$ cat src/rtl/commit_ctrl.sv
// In-order commit sequencer: retires the ROB head into the register file, runs the
// store-commit handshake with the LSB, raises misbranch flushes and latches halt.
module commit_ctrl #(
   parameter int DATA_W     = 32,
   parameter int REG_TAG_W  = 5,
   parameter int ROB_TAG_W  = 4,
   parameter int ADDR_W     = 32,
   parameter int FLUSH_HOLD = 1
) (
   input  logic                 clk,
   input  logic                 rst,
   input  logic                 rdy,
   input  logic                 in_rob_head_valid,
   input  logic                 in_rob_head_ready,
   input  logic [ROB_TAG_W-1:0] in_rob_head_tag,
   input  logic [REG_TAG_W-1:0] in_rob_head_rd,
   input  logic [DATA_W-1:0]    in_rob_head_value,
   input  logic [1:0]           in_rob_head_type,
   input  logic                 in_rob_head_mispredict,
   input  logic [ADDR_W-1:0]    in_rob_head_target,
   input  logic                 in_lsb_store_done,
   output logic                 out_rob_pop,
   output logic [REG_TAG_W-1:0] out_reg_index,
   output logic [DATA_W-1:0]    out_reg_value,
   output logic [ROB_TAG_W-1:0] out_reg_reorder,
   output logic                 out_misbranch,
   output logic [ADDR_W-1:0]    out_fetch_pc,
   output logic                 out_lsb_store_commit,
   output logic [ROB_TAG_W-1:0] out_lsb_store_tag,
   output logic                 out_halt,
   output logic [31:0]          out_commit_count
);

   // state      | meaning
   // S_RUN      | inspect ROB head, retire when ready
   // S_WAIT_ST  | store handed to LSB, waiting for store_done to pop
   // S_FLUSH    | misbranch pending/flush hold; ROB ignored
   // S_HALTED   | terminal until reset
   typedef enum logic [1:0] {S_RUN, S_WAIT_ST, S_FLUSH, S_HALTED} state_t;

   localparam logic [1:0] T_REG    = 2'd0;
   localparam logic [1:0] T_BRANCH = 2'd1;
   localparam logic [1:0] T_STORE  = 2'd2;
   localparam logic [1:0] T_HALT   = 2'd3;

   // Hold counter starts one above FLUSH_HOLD so the first FLUSH cycle
   // leaves room for the rd write before the misbranch pulse.
   localparam logic [4:0] HOLD_TOP = 5'(FLUSH_HOLD + 1);

   state_t              state_q, state_d;
   logic [4:0]          hold_q, hold_d;
   logic [ADDR_W-1:0]   target_q, target_d;
   logic                pop, wr_en, mb_set, sc_set, halt_set, cnt_inc;

   always_comb begin
      state_d  = state_q;
      hold_d   = hold_q;
      target_d = target_q;
      pop      = 1'b0;
      wr_en    = 1'b0;
      mb_set   = 1'b0;
      sc_set   = 1'b0;
      halt_set = 1'b0;
      cnt_inc  = 1'b0;
      if (rdy) begin
         case (state_q)
            S_RUN: begin
               if (in_rob_head_valid && in_rob_head_ready) begin
                  case (in_rob_head_type)
                     T_REG: begin
                        pop     = 1'b1;
                        wr_en   = 1'b1;
                        cnt_inc = 1'b1;
                     end
                     T_BRANCH: begin
                        pop     = 1'b1;
                        wr_en   = 1'b1;
                        cnt_inc = 1'b1;
                        if (in_rob_head_mispredict) begin
                           state_d  = S_FLUSH;
                           hold_d   = HOLD_TOP;
                           target_d = in_rob_head_target;
                        end
                     end
                     T_STORE: begin
                        sc_set  = 1'b1;
                        state_d = S_WAIT_ST;
                     end
                     default: begin
                        pop      = 1'b1;
                        cnt_inc  = 1'b1;
                        halt_set = 1'b1;
                        state_d  = S_HALTED;
                     end
                  endcase
               end
            end
            S_WAIT_ST: begin
               if (in_lsb_store_done) begin
                  pop     = 1'b1;
                  cnt_inc = 1'b1;
                  state_d = S_RUN;
               end
            end
            S_FLUSH: begin
               mb_set = (hold_q == HOLD_TOP);
               if (hold_q == 5'd0) state_d = S_RUN;
               else                hold_d  = hold_q - 5'd1;
            end
            default: ;
         endcase
      end
   end

   assign out_rob_pop = pop & ~rst;

   always_ff @(posedge clk) begin
      if (rst) begin
         state_q              <= S_RUN;
         hold_q               <= '0;
         target_q             <= '0;
         out_reg_index        <= '0;
         out_reg_value        <= '0;
         out_reg_reorder      <= '0;
         out_misbranch        <= 1'b0;
         out_fetch_pc         <= '0;
         out_lsb_store_commit <= 1'b0;
         out_lsb_store_tag    <= '0;
         out_halt             <= 1'b0;
         out_commit_count     <= '0;
      end else if (rdy) begin
         state_q              <= state_d;
         hold_q               <= hold_d;
         target_q             <= target_d;
         out_reg_index        <= wr_en ? in_rob_head_rd    : '0;
         out_reg_value        <= wr_en ? in_rob_head_value : '0;
         out_reg_reorder      <= wr_en ? in_rob_head_tag   : '0;
         out_misbranch        <= mb_set;
         out_fetch_pc         <= mb_set ? target_q : '0;
         out_lsb_store_commit <= sc_set;
         if (sc_set)   out_lsb_store_tag <= in_rob_head_tag;
         if (halt_set) out_halt          <= 1'b1;
         if (cnt_inc)  out_commit_count  <= out_commit_count + 32'd1;
      end
   end

endmodule
$ cat config.mk
export PLATFORM = sky130hd
export DESIGN_NAME = commit_ctrl
export DESIGN_NICKNAME = d
export VERILOG_FILES = /design/src/rtl/commit_ctrl.sv
export SDC_FILE = /design/constraint.sdc
export NUM_CORES = 1
export LEC_CHECK = 0
export ABC_AREA = 1
export CAP_MARGIN = 30
export CORE_UTILIZATION = 40
export CTS_CLUSTER_DIAMETER = 50
export DETAILED_ROUTE_END_ITERATION = 6
export GPL_TIMING_DRIVEN = 0
export HOLD_SLACK_MARGIN = 0.03
export PLACE_DENSITY = 0.79
export SETUP_SLACK_MARGIN = 0.1
export SKIP_CTS_REPAIR_TIMING = 1
export SLEW_MARGIN = 20
export SYNTH_ARGS = -nofsm -noshare
export SYNTH_HDL_FRONTEND = slang
export SYNTH_SLANG_ARGS = --single-unit
$ cat constraint.sdc
create_clock -name clk -period 2.6 [get_ports clk]
set_clock_uncertainty 0.1 [all_clocks]
set_input_delay 0.26 -clock clk [delete_from_list [all_inputs] [get_ports clk]]
set_output_delay 0.26 -clock clk [all_outputs]
set_load 0.005 [all_outputs]
==> metrics <==
largest cells by area after synthesis dfxtp_1 (48%), nand2_1 (9.4%), nor2_1 (8.5%), a21oi_1 (8.0%), nand3_1 (8.0%); die area between 15000 and 20000 um2; clock buffer depth 2; crit path buf inv count 3; Max Slew Vio Count 0; worst setup path startpoint state_q[1]$_SDFFE_PP0P_; RSZ-0062 raised after global routing false; Setup violations, final 0; synth warn 0; Area growth syn-to-layout 44.6%; cell family with most CP delay buffers and inverters; min-delay worst type in -> reg; post-synthesis sequential area ratio between 40% and 50%; HPWL Detailed 12800 um; Worst EP arrival 2050 ps; clock slew seen by the registers of the worst setup and hold paths 60 ps; grt ovf 0; FFs w/ async S/R, synth 0%; Switch Pwr 0.00128 W; P_leak 3.17 nW; worst setup margin 187 ps; Critical Path Start Type flip-flop; largest net degree at the start of global routing 17; Routed WL per cell 13.9 um; Netlist Area Pre-Place 6280 um2; Internal 0.00392 W; leading area contributor after synthesis dfxtp_1; CP max FO 10; net switching share of the total power about a quarter; Max Freq ~0.41 GHz; synthesized flop and latch total approximately 150; vias in the first global route 5712; top_reg_cell synth dfxtp_1; post-synthesis net count slightly above 900; DRT Pass-1 Iters 4; clock share of power a little under half; critical path required time 2240 ps; root buffer cell clkbuf_16; status complete, no violations; kind of critical path reg -> out; Distinct cells, synth 29; Initial Utilization 41.2%; NumNets Final 1149; Ports roughly 200; layout cells sized above 1 around 7.9%; num rows 45; Worst slew margin 46.2%; total number of vias 6321; Hold Fails Final Rpt 0; # diodes 0; Die X 127 um; DR iter-0 viols 305; Final Util 59.6%; vias per cell between 4 and 5; Die H 127 um; most common cell in the synthesized netlist nand2_1; Max VDD drop 0.433 mV; H-Tree Depth 4; first-pass GRT wire length between 20000 and 30000 um; Clk Latency, worst-skew pair 410 ps; worst-margin pin slew 806 ps; CP max-delay cell clkdlybuf4s50_1; CP peak stage delay 510 ps; power share of the sequential group 45.4%; Syn Inst Count 846; core area 15300 um2; TritonCTS Buffers 17; initial antenna violation count 0; Routed WL 17900 um; DR DRC count 0; Comb pwr share a little under a tenth; most frequent CP cell nand2_4; period utilisation layout 92.8%; pre-CTS WS 170 ps; max_cap viols 0; crit path cell chain inv_2, ha_2, nand2_2, nand2_4, nand2_4, buf_12, nor2_4, clkdlybuf4s50_1; Post-synth EDFFs 0; Final Wtd Congestion roughly 0.84; Buffers on Ports between 150 and 200; Power Density about 570 nW/um2; fin crit period 2410 ps; Tot GR Track Use 22.0%; post-synthesis average cell area 7.43 um2; Worst Hold Launch in_rob_head_value[12]; Synth top cells by count nand2_1 (157), dfxtp_1 (151), nor2_1 (142); CP Capture Type primary output; clk sinks approximately 150; r2r setup slk 570 ps; post-synth top area share 48.1%; launch point of the worst reg-to-reg path state_q[1]$_SDFFE_PP0P_; CTS tree built; Routed Antenna Nets 0
==> logic make-up (layout without fill, tap and decap cells) <==
kind of cell	count (synthesis)	count (layout)	share of synthesized area [%]
AO/OA/AOI/OAI	149	149	12.1
XOR/XNOR	7	7	0.976
AND/OR/NAND/NOR	447	447	31.9
buffers and inverters	86	313	5.79
flip-flops	151	151	48.1
adder cells (fa/ha/maj)	6	6	1.19
==> worst register-to-register path, stage by stage (launching register included) <==
cell and delay [ps]:
dfxtp_1 330, inv_2 90, ha_4 180, buf_4 120, buf_4 110, nand3_2 80
nor2_2 320, inv_2 130, clkbuf_1 260, nor2_1 160, nor2_1 60
==> power groups by stage <==
stage          logic (W)  clock network, W  registers [W]
2_1_floorplan   0.000216                 0        0.00241
3_3_place_gp    0.000444                 0        0.00241
3_5_place_dp    0.000450                 0        0.00241
4_1_cts         0.000453           0.00240        0.00236
5_1_grt         0.000519           0.00251        0.00236
6_report        0.000473           0.00236        0.00236
==> area by class of cell <==
type / instances / area (um2)
multi-input cells: 609 / 2920
flip-flops and latches: 151 / 3020
plain buffers: 47 / 223
repair buffers: 196 / 1960
clock inverters: 12 / 119
fillers: 1428 / 6170
well taps: 211 / 264
clock buffers: 19 / 443
inverters: 39 / 146
==> state kept, by name, indices dropped and copies added, names as in the netlist <==
signal,cells
out_reg_index,5
out_commit_count,32
hold_q,5
out_reg_value,32
out_misbranch,1
out_halt,1
target_q,32
out_lsb_store_commit,1
out_fetch_pc,32
state_q,2
out_reg_reorder,4
out_lsb_store_tag,4
==> metrics by stage <==
step | setup TNS (ps) | cell area [um2] | cells | total power (W) | hold slack [ps]
after detailed placement | 0 | 8490 | 1251 | 0.00286 | 355
after floorplan | 0 | 6280 | 846 | 0.00263 | 295
after global placement | 0 | 8490 | 1251 | 0.00285 | 336
after CTS | -77.2 | 9050 | 1282 | 0.00521 | 297
final | 0 | 9090 | 1284 | 0.00520 | 311
after global routing | 0 | 9090 | 1284 | 0.00539 | 314
==> cells in the final DEF (no fill, tap or decap), drive strengths merged <==
master / Yosys / layout
bufinv: 0 / 1
nand4: 10 / 10
xor2: 3 / 3
clkdlybuf4s50: 0 / 194
nor2: 157 / 157
a21oi: 102 / 102
buf: 20 / 22
o21ai: 46 / 46
dfxtp: 151 / 151
nand3: 105 / 105
xnor2: 4 / 4
ha: 6 / 6
nand2: 161 / 161
o22ai: 1 / 1
clkinvlp: 0 / 6
clkinv: 0 / 2
nor3: 14 / 14
inv: 39 / 42
clkbuf: 27 / 46
==> final timing paths <==
path	endpoint	depth (start not counted)
worst max-delay path	out_rob_pop	8
worst min-delay path	out_reg_value[12]$_SDFFE_PP0P_	3
worst max register to register	target_q[2]$_SDFFE_PP0P_	10
worst min register to register	out_reg_index[2]$_SDFFE_PP0P_	2
==> metal layers <==
metal,vias up,wire (um),GRT usage (%)
met5,-,0,0
met4,0,345,8.05
met3,28,980,4.36
met2,178,8550,36.3
met1,2891,7980,28.5
li1,3224,-,-
Power figures use the tool's default switching activity.
